## src/rtl/exec_sequencer_if.sv

```systemverilog
// Issue-side bundle of the exec sequencer: instruction handshake, stall input and datapath controls.
// retire_count exists only when EXEC_SEQ_RETIRE_CNT_EN is defined.
interface exec_sequencer_if #(
  parameter int WIDTH = 32,
  parameter int CNT_W = 16
);
  logic             instr_valid;
  logic [31:0]      instr_data;
  logic             instr_ready;
  logic             hold;
  logic [4:0]       rf_raddr;
  logic [4:0]       rf_waddr;
  logic             rf_we;
  logic [2:0]       alu_op;
  logic [WIDTH-1:0] alu_imm;
  logic             busy;
  logic             illegal;
`ifdef EXEC_SEQ_RETIRE_CNT_EN
  logic [CNT_W-1:0] retire_count;
`endif

  // master: instruction source / harness; slave: the sequencer
  modport master (
    output instr_valid, instr_data, hold,
    input  instr_ready, rf_raddr, rf_waddr, rf_we, alu_op, alu_imm, busy, illegal
`ifdef EXEC_SEQ_RETIRE_CNT_EN
    , input retire_count
`endif
  );

  modport slave (
    input  instr_valid, instr_data, hold,
    output instr_ready, rf_raddr, rf_waddr, rf_we, alu_op, alu_imm, busy, illegal
`ifdef EXEC_SEQ_RETIRE_CNT_EN
    , output retire_count
`endif
  );
endinterface

```

## src/rtl/exec_sequencer.sv

```systemverilog
// Multi-cycle OP-IMM issue controller: IDLE -> READ -> EXEC (hold-able) -> WRITE.
// Optional retire counter enabled by defining EXEC_SEQ_RETIRE_CNT_EN.
module exec_sequencer #(
  parameter int WIDTH = 32,
  parameter int CNT_W = 16
) (
  input  logic             clk,
  input  logic             rst,
  exec_sequencer_if.slave  bus
);

  localparam logic [6:0] OPC_OP_IMM = 7'b0010011;

  typedef enum logic [1:0] {
    IDLE  = 2'd0,
    READ  = 2'd1,
    EXEC  = 2'd2,
    WRITE = 2'd3
  } state_e;

  generate
    if (WIDTH < 12 || CNT_W < 1) begin : g_cfg_check
      $error("exec_sequencer: WIDTH must be >= 12 and CNT_W >= 1");
    end
  endgenerate

  function automatic logic signed [WIDTH-1:0] sext_imm12(input logic [11:0] imm);
    return {{(WIDTH-12){imm[11]}}, imm};
  endfunction

  state_e                  state_q, state_d;
  logic [4:0]              raddr_q, raddr_d;
  logic [4:0]              waddr_q, waddr_d;
  logic [2:0]              op_q, op_d;
  logic signed [WIDTH-1:0] imm_q, imm_d;
  logic                    legal_q, legal_d;
  logic                    we_q, we_d;
  logic                    ill_q, ill_d;
  logic                    ready_w;
  logic                    busy_w;

  logic [6:0]  dec_opcode;
  logic [4:0]  dec_rd;
  logic [2:0]  dec_f3;
  logic [4:0]  dec_rs1;
  logic [11:0] dec_imm12;

  assign dec_opcode = bus.instr_data[6:0];
  assign dec_rd     = bus.instr_data[11:7];
  assign dec_f3     = bus.instr_data[14:12];
  assign dec_rs1    = bus.instr_data[19:15];
  assign dec_imm12  = bus.instr_data[31:20];

`ifdef EXEC_SEQ_RETIRE_CNT_EN
  logic [CNT_W-1:0] cnt_q, cnt_d;
`endif

  always_comb begin
    state_d = state_q;
    raddr_d = raddr_q;
    waddr_d = waddr_q;
    op_d    = op_q;
    imm_d   = imm_q;
    legal_d = legal_q;
    we_d    = 1'b0;
    ill_d   = 1'b0;
    ready_w = 1'b0;
    busy_w  = 1'b1;
`ifdef EXEC_SEQ_RETIRE_CNT_EN
    cnt_d   = cnt_q;
`endif
    unique case (state_q)
      IDLE: begin
        ready_w = 1'b1;
        busy_w  = 1'b0;
        if (bus.instr_valid) begin
          raddr_d = dec_rs1;
          waddr_d = dec_rd;
          op_d    = dec_f3;
          imm_d   = sext_imm12(dec_imm12);
          legal_d = (dec_opcode == OPC_OP_IMM);
          state_d = READ;
        end
      end
      READ: state_d = EXEC;
      EXEC: begin
        // write strobes are registered, so they are computed on the EXEC->WRITE edge
        if (!bus.hold) begin
          state_d = WRITE;
          we_d    = legal_q && (waddr_q != 5'd0);
          ill_d   = !legal_q;
        end
      end
      WRITE: begin
        state_d = IDLE;
`ifdef EXEC_SEQ_RETIRE_CNT_EN
        if (legal_q) cnt_d = cnt_q + 1'b1;
`endif
      end
      default: state_d = IDLE;
    endcase
  end

  always_ff @(posedge clk) begin
    if (rst) begin
      state_q <= IDLE;
      raddr_q <= '0;
      waddr_q <= '0;
      op_q    <= '0;
      imm_q   <= '0;
      legal_q <= 1'b0;
      we_q    <= 1'b0;
      ill_q   <= 1'b0;
`ifdef EXEC_SEQ_RETIRE_CNT_EN
      cnt_q   <= '0;
`endif
    end else begin
      state_q <= state_d;
      raddr_q <= raddr_d;
      waddr_q <= waddr_d;
      op_q    <= op_d;
      imm_q   <= imm_d;
      legal_q <= legal_d;
      we_q    <= we_d;
      ill_q   <= ill_d;
`ifdef EXEC_SEQ_RETIRE_CNT_EN
      cnt_q   <= cnt_d;
`endif
    end
  end

  assign bus.instr_ready = ready_w && !rst;
  assign bus.busy        = busy_w;
  assign bus.rf_raddr    = raddr_q;
  assign bus.rf_waddr    = waddr_q;
  assign bus.rf_we       = we_q;
  assign bus.alu_op      = op_q;
  assign bus.alu_imm     = imm_q;
  assign bus.illegal     = ill_q;
`ifdef EXEC_SEQ_RETIRE_CNT_EN
  assign bus.retire_count = cnt_q;
`endif

endmodule

```

## src/flat_wrapper.sv

```systemverilog
// flat-port wrapper written by rule: the top's interface ports become plain ports
module exec_sequencer_flat 
#(
  parameter int WIDTH = 32,
  parameter int CNT_W = 16
)
  (clk, rst, bus_instr_valid, bus_instr_data, bus_hold, bus_instr_ready, bus_rf_raddr, bus_rf_waddr, bus_rf_we, bus_alu_op, bus_alu_imm, bus_busy, bus_illegal);
  exec_sequencer_if #(.WIDTH(WIDTH), .CNT_W(CNT_W)) bus_i ();
  input  logic clk;
  input  logic rst;
  input wire logic [$bits(bus_i.instr_valid)-1:0] bus_instr_valid;
  input wire logic [$bits(bus_i.instr_data)-1:0] bus_instr_data;
  input wire logic [$bits(bus_i.hold)-1:0] bus_hold;
  output wire logic [$bits(bus_i.instr_ready)-1:0] bus_instr_ready;
  output wire logic [$bits(bus_i.rf_raddr)-1:0] bus_rf_raddr;
  output wire logic [$bits(bus_i.rf_waddr)-1:0] bus_rf_waddr;
  output wire logic [$bits(bus_i.rf_we)-1:0] bus_rf_we;
  output wire logic [$bits(bus_i.alu_op)-1:0] bus_alu_op;
  output wire logic [$bits(bus_i.alu_imm)-1:0] bus_alu_imm;
  output wire logic [$bits(bus_i.busy)-1:0] bus_busy;
  output wire logic [$bits(bus_i.illegal)-1:0] bus_illegal;
  assign bus_i.instr_valid = bus_instr_valid;
  assign bus_i.instr_data = bus_instr_data;
  assign bus_i.hold = bus_hold;
  assign bus_instr_ready = bus_i.instr_ready;
  assign bus_rf_raddr = bus_i.rf_raddr;
  assign bus_rf_waddr = bus_i.rf_waddr;
  assign bus_rf_we = bus_i.rf_we;
  assign bus_alu_op = bus_i.alu_op;
  assign bus_alu_imm = bus_i.alu_imm;
  assign bus_busy = bus_i.busy;
  assign bus_illegal = bus_i.illegal;
  exec_sequencer #(.WIDTH(WIDTH), .CNT_W(CNT_W)) u_core (.clk(clk), .rst(rst), .bus(bus_i));
endmodule
```

## config.mk

```make
export PLATFORM = sky130hd
export DESIGN_NAME = exec_sequencer_flat
export DESIGN_NICKNAME = d
export VERILOG_FILES = /design/src/rtl/exec_sequencer_if.sv /design/src/rtl/exec_sequencer.sv /design/src/flat_wrapper.sv
export SDC_FILE = /design/constraint.sdc
export NUM_CORES = 1
export LEC_CHECK = 0
export ABC_AREA = 1
export CORE_ASPECT_RATIO = 1.2
export CORE_UTILIZATION = 32
export DETAILED_ROUTE_END_ITERATION = 10
export GPL_TIMING_DRIVEN = 0
export PLACE_DENSITY = 0.75
export SYNTH_ARGS = -nofsm -noshare
export SYNTH_HDL_FRONTEND = slang
export SYNTH_SLANG_ARGS = --single-unit
```

## constraint.sdc

```tcl
create_clock -name clk -period 1.15 [get_ports clk]
set_input_delay 0.345 -clock clk [delete_from_list [all_inputs] [get_ports clk]]
set_output_delay 0.345 -clock clk [all_outputs]
set_load 0.02 [all_outputs]
```

==> flow_metrics.tcl <==
set metrics [dict create \
    die_w_um 60.2 \
    grt_overflow 0 \
    initial_utilization 0.332 \
    crit_fanout 3 \
    status "complete, but fails checks" \
    h-tree-depth 2 \
    layout_setup_ws_ns -0.235 \
    wl_met1_um 1660 \
    tns_ns -7.87 \
    critPathTopFamily "flip-flops" \
    drc 0 \
    power_density_nw_per_um2 2380 \
    cts_sinks 30 \
    required_ns 0.81 \
    setup_violations 49 \
    yosys_warnings 0 \
    finalMaxSlewViolations 0 \
    hp-class "reg -> reg" \
    start_kind "flip-flop" \
    crit_chain "inv_4 -> ha_4 -> inv_4 -> nor2_4 -> buf_6" \
    grt_antenna_before_repair 0 \
    grt_pass1_vias 1366 \
    cts_root_buf "clkbuf_8" \
    nets 316 \
    yosys.cell_count.top_type "nor2_1" \
    cp_slowest_stage_delay_ns 0.34 \
    avgSynthCellArea_sq_um 7.73 \
    syn-cell-area_sq_um 1300 \
    crit_buf_inv 3 \
    synth_area_leaders "dfxtp_1 (46%), nor2_1 (14%), buf_4 (13%)" \
    crit_path_frequent_cell "inv_4" \
    min_period_over_period 1.20 \
    wl_um 4180 \
    drive_above_1_share 0.513 \
    yosysTopAreaCell "dfxtp_1" \
    port_buffers 84 \
    firstDrtPassIters 4 \
    ys.flop_type "dfxtp_1" \
    cts_tree "built" \
    core_sq_um 3910 \
    top_layer "met4" \
    fmax_ghz 0.722 \
    synth_top_cell_area_share 0.462 \
    syn_inst 168 \
    final_area_sq_um 2670 \
    synth-seq-cells 30 \
    rsz0062_at_grt "yes" \
    fin_cells 333 \
    cp.arrival_ns 1.04 \
    insertion_delay_ns 0.27 \
    seq_area_frac_synth 0.462 \
    cap_violations 0 \
    die_area_sq_um 4320 \
    grt_usage 0.188 \
    syn2layout_area_growth_pct 106 \
    std_cell_rows 25 \
    vias_per_cell 4.35 \
    synth_nets 206 \
    hpwl_um 2430 \
    grt_max_degree 11 \
    placed_area_sq_um 2220 \
    violations "setup timing" \
    route.met3.wl_um 212 \
    async_reset_ff_frac 0 \
    fin_skew_ns 0.00230 \
    gp_congestion 0.697 \
    pre_cts_ws_ns -0.752 \
    worstSetupPathType "reg -> out" \
    antenna_cells 0 \
    dp_cells 306 \
    pin_count 85 \
    cts_hold_buf 0 \
    final_core_util 0.683 \
    ant_nets 0 \
    cp_slowest_cell "dfxtp_2" \
    drt_iter0_markers 24 \
    power.leakage_uw 0.00122 \
    synth_common_cells "nor2_1 (49), dfxtp_1 (30), buf_4 (22), o21ai_0 (20), inv_1 (11)" \
    numCtsBuffers 5 \
    grt_pass1_wl_um 6110 \
    vias 1450 \
    post_drt_wl_per_cell_um 12.6 \
    clk_pin_slew_ns 0.06 \
    tightest_slew_ns 0.231 \
    fp.dieH_um 71.8 \
    nFillCells 309 \
    end_kind "output pin" \
    clockBufferDepth 2 \
    ir_worst_vdd_mv 1.47 \
    synth_edf_count 0 \
    min_period_ns 1.39 \
    slew_headroom 0.844 \
    hold_viol_final 0 \
    route.met2.wl_um 2260 \
    post_synth_num_cell_types 18 \
]
==> cells by family (layout without fill, tap and decap cells) <==
family / count (synthesis) / count (layout) / share of synthesized area
and+or+nand+nor: 60 / 60 / 0.179
buffers and inverters: 41 / 152 / 0.201
DFF: 30 / 30 / 0.462
AOI/OAI and AO/OA: 35 / 35 / 0.138
adders and majority gates: 2 / 2 / 0.0193
==> where the power goes <==
| group | internal [uW] | leakage (uW) | switching (uW) |
|---|---|---|---|
| clock network | 482 | 0.0000482 | 387 |
| registers | 1370 | 0.000252 | 219 |
| logic | 2050 | 0.000923 | 1830 |
==> sequential cells by signal, summed over array words and instances, names as in the netlist <==
name,cells
u_core.legal_q,1
u_core.bus.illegal,1
u_core.bus.alu_imm,12
u_core.bus.rf_raddr,5
u_core.bus.rf_we,1
u_core.bus.alu_op,3
u_core.bus.rf_waddr,5
u_core.state_q,2
==> metal layers <==
metal  global-route usage  up-vias
li1                     -      728
met1                0.206      667
met2                0.348       49
met3               0.0451        6
met4               0.0517        0
met5                    0        -
==> path summary, 6_finish.rpt <==
kind                                from                      to  slack, ns  cells past startpoint
setup / recovery       u_core.state_q[0]         bus_instr_ready      -0.24                      5
hold reg to reg   u_core.bus.rf_waddr[3]  u_core.bus.rf_waddr[3]       0.46                      2
setup reg to reg       u_core.state_q[0]   u_core.bus.alu_imm[6]      -0.18                      8
hold / removal    u_core.bus.rf_waddr[3]  u_core.bus.rf_waddr[3]       0.46                      2
==> per-stage QoR <==
step	power, uW	hold slack (ns)
2_1_floorplan	3170	0.413
3_3_place_gp	4360	0.445
3_5_place_dp	4400	0.452
4_1_cts	5890	0.461
5_1_grt	6690	0.466
6_report	6340	0.458
==> layout by cell type, fill, tap and decap left out, drive strengths merged, types with 2 or more instances in the layout <==
cell type and count:
buf 94, a21oi 7, dlygate4sd2 2, inv 13, nor2 49, clkdlybuf4s50 33
o21ai 28, clkbuf 9, dfxtp 30, nand2 8, ha 2
==> what timing repair did <==
action / CTS / global route
resized for setup: 310 / 53
setup buffers: 8 / 6
gates cloned: 5 / 0
pin swaps: 1 / 1
endpoints found under the setup margin: 74 / 65
==> tightest hold or removal path, cell delays in order (launching register included) <==
cell and delay (ns):
dfxtp_2 0.33, inv_1 0.05, a21oi_1 0.05
==> final cells by class <==
cell class / count / area, sq um / share of cell area
Timing Repair Buffer: 103 / 981 / 0.367
Multi-Input combinational cell: 97 / 539 / 0.202
Inverter: 13 / 61.3 / 0.0230
Clock inverter: 1 / 5.00 / 0.00187
Clock buffer: 7 / 86.3 / 0.0323
Buffer: 28 / 313 / 0.117
Sequential cell: 30 / 617 / 0.231
Tap cell: 54 / 67.6 / 0.0253
No activity file was read; power rests on OpenSTA's default activity.
